`src/rtl/fetch_queue.sv`:
```
// fetch_queue: instruction-fetch stage in front of a combinational ROM.
// Owns the PC, captures {pc, inst} pairs into a small circular FIFO and
// presents the oldest pair to decode over a valid/ready handshake.
// Handles taken branches (one delay slot kept) and exception flushes.
module fetch_queue #(
   parameter logic [31:0] RESET_PC = 32'h0000_0000,
   parameter int unsigned DEPTH    = 2
) (
   input  logic                      clk,
   input  logic                      rst,
   output logic [31:0]               pc_o,
   output logic                      ce_o,
   input  logic [31:0]               inst_i,
   output logic                      id_valid_o,
   output logic [31:0]               id_pc_o,
   output logic [31:0]               id_inst_o,
   input  logic                      id_ready_i,
   input  logic                      branch_flag_i,
   input  logic [31:0]               branch_target_i,
   input  logic                      flush_i,
   input  logic [31:0]               new_pc_i,
   output logic [$clog2(DEPTH):0]    occupancy_o
);

   localparam int AW = $clog2(DEPTH);
   localparam int CW = AW + 1;
   localparam logic [CW-1:0] DEPTH_C = CW'(DEPTH);

   // Architectural state
   logic          ce_q,     ce_d;
   logic [31:0]   pc_q,     pc_d;
   logic [CW-1:0] count_q,  count_d;
   logic [AW-1:0] rd_ptr_q, rd_ptr_d;
   logic [AW-1:0] wr_ptr_q, wr_ptr_d;

   // FIFO storage, one register pair per entry
   logic [31:0]   mem_pc_q   [DEPTH];
   logic [31:0]   mem_inst_q [DEPTH];

   // Write port into the FIFO (always writes the slot at wr_ptr_q)
   logic          mem_we;
   logic [31:0]   mem_wpc;
   logic [31:0]   mem_winst;

   logic          fifo_valid;
   logic          pop;
   logic          push;
   logic [AW-1:0] head_next;

   assign fifo_valid = (count_q != '0);
   assign pop        = fifo_valid & id_ready_i;
   assign head_next  = rd_ptr_q + AW'(1);

   // Next-state logic: flush beats branch, branch beats plain push/pop
   always_comb begin
      ce_d      = 1'b1;
      pc_d      = pc_q;
      count_d   = count_q;
      rd_ptr_d  = rd_ptr_q;
      wr_ptr_d  = wr_ptr_q;
      mem_we    = 1'b0;
      mem_wpc   = pc_q;
      mem_winst = inst_i;
      push      = 1'b0;

      if (flush_i) begin
         // Drop everything and restart fetch at the handler / EPC
         pc_d     = new_pc_i;
         count_d  = '0;
         rd_ptr_d = '0;
         wr_ptr_d = '0;
      end else if (branch_flag_i && pop) begin
         // Taken branch retires with the popped entry; exactly one
         // delay-slot entry survives and fetch jumps to the target.
         pc_d     = branch_target_i;
         rd_ptr_d = head_next;
         if (count_q > CW'(1)) begin
            // Delay slot is already queued: keep it, discard younger ones
            count_d  = CW'(1);
            wr_ptr_d = head_next + AW'(1);
         end else if (ce_q) begin
            // Delay slot is being fetched right now: capture it
            mem_we   = 1'b1;
            count_d  = CW'(1);
            wr_ptr_d = wr_ptr_q + AW'(1);
         end else begin
            count_d  = '0;
         end
      end else begin
         push = ce_q & ((count_q < DEPTH_C) | pop);
         if (push) begin
            mem_we   = 1'b1;
            wr_ptr_d = wr_ptr_q + AW'(1);
            pc_d     = pc_q + 32'd4;
         end
         if (pop) begin
            rd_ptr_d = head_next;
         end
         count_d = count_q + CW'(push) - CW'(pop);
      end
   end

   // State register with synchronous reset
   always_ff @(posedge clk) begin
      if (rst) begin
         ce_q     <= 1'b0;
         pc_q     <= RESET_PC;
         count_q  <= '0;
         rd_ptr_q <= '0;
         wr_ptr_q <= '0;
      end else begin
         ce_q     <= ce_d;
         pc_q     <= pc_d;
         count_q  <= count_d;
         rd_ptr_q <= rd_ptr_d;
         wr_ptr_q <= wr_ptr_d;
      end
   end

   generate
      for (genvar gi = 0; gi < DEPTH; gi++) begin : g_entry
         // Capture the fetched pair into this slot when it is the tail
         always_ff @(posedge clk) begin
            if (!rst && mem_we && (wr_ptr_q == AW'(gi))) begin
               mem_pc_q[gi]   <= mem_wpc;
               mem_inst_q[gi] <= mem_winst;
            end
         end
      end
   endgenerate

   assign pc_o        = pc_q;
   assign ce_o        = ce_q;
   assign occupancy_o = count_q;
   assign id_valid_o  = fifo_valid;
   // Head fields read zero when the queue is empty
   assign id_pc_o     = fifo_valid ? mem_pc_q[rd_ptr_q]   : 32'h0;
   assign id_inst_o   = fifo_valid ? mem_inst_q[rd_ptr_q] : 32'h0;

endmodule
```
`config.mk`:
```
export PLATFORM = sky130hd
export DESIGN_NAME = fetch_queue
export DESIGN_NICKNAME = d
export VERILOG_FILES = /design/src/rtl/fetch_queue.sv
export SDC_FILE = /design/constraint.sdc
export NUM_CORES = 1
export LEC_CHECK = 0
export ABC_CLOCK_PERIOD_IN_PS = 16400
export BUFFER_PORTS_ARGS = -buffer_cell sky130_fd_sc_hd__buf_2
export CORE_MARGIN = 1
export CORE_UTILIZATION = 57
export DETAILED_ROUTE_END_ITERATION = 10
export HOLD_SLACK_MARGIN = 0.1
export PLACE_DENSITY = 0.89
export SLEW_MARGIN = 15
export SYNTH_ARGS = -nofsm -noshare
export SYNTH_HDL_FRONTEND = slang
export SYNTH_SLANG_ARGS = --single-unit
```
`constraint.sdc`:
```
create_clock -name clk -period 16.4 [get_ports clk]
set_clock_uncertainty 0.15 [all_clocks]
set_input_delay 0.82 -clock clk [delete_from_list [all_inputs] [get_ports clk]]
set_output_delay 0.82 -clock clk [all_outputs]
set_load 0.05 [all_outputs]
```
# Word level (Yosys, flattened, before mapping)

Memories as Yosys holds them, arrays and structs flattened. A register that Yosys moved wholly into a read port is not among the register bits.
Cells that the tools add are included.

Register bits: 37
Bits in latches: 0
Bits in writable memories: 128
Memory bits (read-only): 0
Word-level logic and storage cells: 67
Memories: 2

$add $sub $neg: 6
Multipliers: 0
Div/mod/pow operators: 0
Magnitude comparators: 2
Equal/unequal tests: 1
Shifts and indexed selects: 0
Mux-type cells: 34
Bitwise operators: 4
Reductions and logical operators: 13

Memories:

| name       | depth | bits a word | read ports | clocked after Yosys merged registers in | write ports | RTL line | RTL |
|---|---|---|---|---|---|---|---|
| mem_inst_q | 2     | 32          | 1          | 1                                       | 1           | 38       | `logic [31:0] mem_inst_q [DEPTH];` |
| mem_pc_q   | 2     | 32          | 1          | 1                                       | 1           | 37       | `logic [31:0] mem_pc_q [DEPTH];` |

Operators with widths:

| operator                                                                        | count |
|---|---|
| 32-bit 2-to-1 mux                                                               | 7 |
| 32-bit OR reduction                                                             | 2 |
| 32-bit by 3-bit adder with 32-bit output, second input constant                 | 1 |
| 1-bit 2-to-1 mux                                                                | 26 |
| 2-bit nonzero test                                                              | 3 |
| 1-bit logical AND                                                               | 4 |
| 1-bit adder, second input constant                                              | 3 |
| 3-bit by 2-bit != test with 1-bit output, second input constant                 | 1 |
| 3-bit nonzero test                                                              | 1 |
| 2-bit by 1-bit adder with 2-bit output                                          | 1 |
| 1-bit AND                                                                       | 2 |
| 2-bit by 1-bit greater-than comparator with 1-bit output, second input constant | 1 |
| 2-bit < comparator, second input constant                                       | 1 |
| 2-bit 2-to-1 mux                                                                | 1 |
| 2-bit AND reduction                                                             | 1 |
| 2-bit OR reduction                                                              | 1 |
| 2-bit by 1-bit subtractor with 2-bit output                                     | 1 |
| 1-bit zero test                                                                 | 1 |
| 1-bit NOT                                                                       | 1 |
| 1-bit OR                                                                        | 1 |

# Longest topological paths before layout

Word-level depth: 13
Depth in mapped cells: 10
Depth with buffers taken out: 9

# Least setup slack after synthesis

OpenSTA, ideal clock, no wires.

Path type: input to register
From: input rst
To: memory mem_inst_q[0][0], enable pin
Arrival time: 5.640 ns
Path slack: 10.045 ns
Cell stages on the path: 4
Path through: clkbuf_1 nor2_1 nand2_1 nor3_1

Cells in the longest elaborated chain, start to end: 7
Elaborated cells on any way between the ends: 11
Those cells by class: mux: 6; reduce/logical: 5

Ends and longest elaborated chain:

| element                                | RTL line | RTL |
|---|---|---|
| start: declaration                     | 10       | `input logic rst,` |
| 1-bit zero test *                      | 124      | `if (!rst && mem_we && (wr_ptr_q == AW'(gi))) begin` |
| 1-bit logical AND *                    | 124      |  |
| 1-bit logical AND                      | 124      |  |
| 1-bit 2-to-1 mux                       | 124      |  |
| 1-bit 2-to-1 mux (implied by the code) | 126      | `mem_inst_q[gi] <= mem_winst;` |
| 32-bit OR reduction (no source line)   | --       |  |
| 1-bit 2-to-1 mux (no source line)      | --       |  |
| end: declaration                       | 38       |  |

Every way passes the cells marked *; elsewhere a longest branch is shown, timed or not.

==> metrics.txt <==
vias in the first global route=5744; Total GRT Usage=0.281; max incr delay on CP=1.06 ns; fmax=0.313 GHz; most frequent cells in the layout=buf_2 (200), edfxtp_1 (128), nor2_1 (98); CTS Buf Count=17; antenna violations before repair=0; routed vias=5860; Via density=5.98; placed insts=948; floorplan row count=41; Hold Crit Class=flop to flop; Ports=201; layout cells sized above 1=0.311; Iteration-0 DRC Markers=603; CTS tree=done; sequential element share of the synthesized area=0.625; Post-Synthesis Cells=607; Peak supply drop=57.2 uV; min Tclk post-route=3.19 ns; DRT antenna net count=0; Worst EP arrival=2.22 ns; synthesized area=0.00737 mm2; die area=0.0134 mm2; Post-CTS Hold Buffers=0; final core area utilization=0.719; Worst setup EP type=output pin; largest family of logic cells by synthesized area=simple AND/OR/NAND/NOR gates; fraction of registers with async set/reset=0; WL per Instance=19.0 um; mux share of post-synthesis cell area=0.0883; Sinks on Clock Net=166; RSZ-0062 raised after global routing=false; drt pass-1 iters=5; worst path required time=15.43 ns; pin count of the biggest net entering global routing=65; synth warn=0; Post-synth EDFFs=128; worst-margin pin slew=1.25 ns; Die Height=116 um; Max Cap Violations=0; endpoints failing hold=0; pre-CTS setup slack=13.19 ns; Seq pwr share=0.476; simple-gate portion of the synthesized area=0.137; fin cells=980; Slew Limit Fails=0; DIE WIDTH=116 um; Worst Setup Path Type=flop to output pin; clock root buffer=clkbuf_16; ant diodes=0; post-CTS setup buffer count=0; Leak=3.47 nW; Yosys reg bits=166; Final TNS setup=0 ns; Remaining Overflow, GRT=0; Avg Cell Area, Syn=12.1 um2; Final WS setup=13.21 ns; Crit Path Max Fanout=64; post-DP HPWL=12300 um; filler instances=908; first-pass GRT wire length=28400 um; adder-cell share of the synthesized area=0.00510; type of origin of the critical path=flop; Critical-path top delay cell=dfxtp_4; dpl cell area=0.00849 mm2; top_reg_cell synth=edfxtp_1; H-tree depth=4; core area=0.0126 mm2; Synth cell types=52; Resized Gates After CTS=0; area grow syn2layout=23.1%; Post-Synth XOR/XNOR Area=0.0226; post-synthesis compound-gate area fraction=0.0953; switching share of power=0.282; final RePlAce weighted congestion=0.877; DRC violations left=0; Net Switching=289 uW; clock power share=0.382; status=complete, no violations; Pint=734 uW; port bufs=200; crit-path cells=mux2i_1 -> nor2_1 -> buf_2; final period utilization=0.195; Detailed Route WL=18600 um; Gate power share=0.142; most common cell after layout, fill and taps aside=buf_2; Power Density=113 mW/mm2; Clk Latency, worst-skew pair=0.42 ns; fin area=0.00907 mm2; final setup vio count=0; Crit path max-delay family=flip-flops; NumNets Final=899; syn_nets=711; initial core utilization=0.584; Slew HR=0.166; clock buffer depth=2; worst path bufs/invs=1; Reg clk slew, reported paths=0.07 ns
per-layer routing:
| layer | vias up | global-route usage | wire (um) |
|---|---|---|---|
| met1 | 2782 | 0.338 | 7250 |
| li1 | 2669 | - | - |
| met5 | - | 0 | 0 |
| met3 | 42 | 0.0790 | 1840 |
| met2 | 367 | 0.479 | 9110 |
| met4 | 0 | 0.115 | 432 |
synth_stat cells, types with 5 or more instances:
cell | instances | share of area
edfxtp_1 | 128 | 0.52
nor2_1 | 99 | 0.050
mux2i_1 | 65 | 0.088
nand2_1 | 43 | 0.022
dfxtp_1 | 38 | 0.10
a21oi_1 | 21 | 0.014
clkbuf_1 | 18 | 0.0092
nand3_1 | 16 | 0.011
o32ai_1 | 15 | 0.018
xnor2_1 | 15 | 0.018
buf_2 | 14 | 0.0095
nor3_1 | 13 | 0.0088
a221oi_1 | 12 | 0.014
o21ai_0 | 11 | 0.0075
and3_1 | 9 | 0.0076
nand4_1 | 9 | 0.0076
inv_1 | 6 | 0.0031
and4_1 | 5 | 0.0059
buf_1 | 5 | 0.0025
o221a_1 | 5 | 0.0076
sequential cells by signal, indices dropped and copies added, names as in the netlist, named ones only:
name         cells
ce_o             1
mem_inst_q      64
mem_pc_q        64
occupancy_o      2
pc_o            32
rd_ptr_q         1
wr_ptr_q         1
path summary, 6_finish.rpt:
kind	endpoint	slack (ns)	cells past startpoint	startpoint
hold reg to reg	mem_pc_q[0][0]	0.34	0	pc_o[0]
hold / removal	mem_pc_q[0][0]	0.34	0	pc_o[0]
setup reg to reg	pc_o[11]	13.49	5	occupancy_o[1]
setup / recovery	id_pc_o[25]	13.21	3	flop
cell type report:
class                           instances  area [um2]  area share
Sequential cell                       166        4610       0.508
Clock buffer                           19         433      0.0477
Timing Repair Buffer                  207        1050       0.116
Multi-Input combinational cell        396        2590       0.285
Clock inverter                         13         146      0.0161
Inverter                                7        26.3     0.00290
Tap cell                              172         215      0.0237
worst reg2reg max path: stages (launching register included):
cell and delay [ns]:
dfxtp_1 0.43, o211a_1 0.26, buf_4 0.27, a21oi_2 0.97, nand2_1 0.37, o221a_1 0.35
metrics by stage:
step | hold slack (ns) | power [mW]
finish | 0.339 | 1.02
global route | 0.365 | 1.05
CTS | 0.340 | 1.02
detailed placement | 0.328 | 0.639
global placement | 0.317 | 0.635
floorplan | 0.344 | 0.592
logic make-up after synthesis:
logic type / count (synthesis)
xor+xnor: 19
compound gates: 94
simple gates: 215
flops: 166
buf+inv: 45
fa+ha+maj: 3
mux: 65
power groups by stage:
stage                     combinational [mW]  clock (mW)  sequential [mW]
after floorplan                       0.0818           0            0.510
after global placement                 0.141           0            0.494
after detailed placement               0.144           0            0.495
after CTS                              0.145       0.392            0.486
after global routing                   0.154       0.411            0.488
final                                  0.145       0.391            0.487
Power figures use the tool's default switching activity.
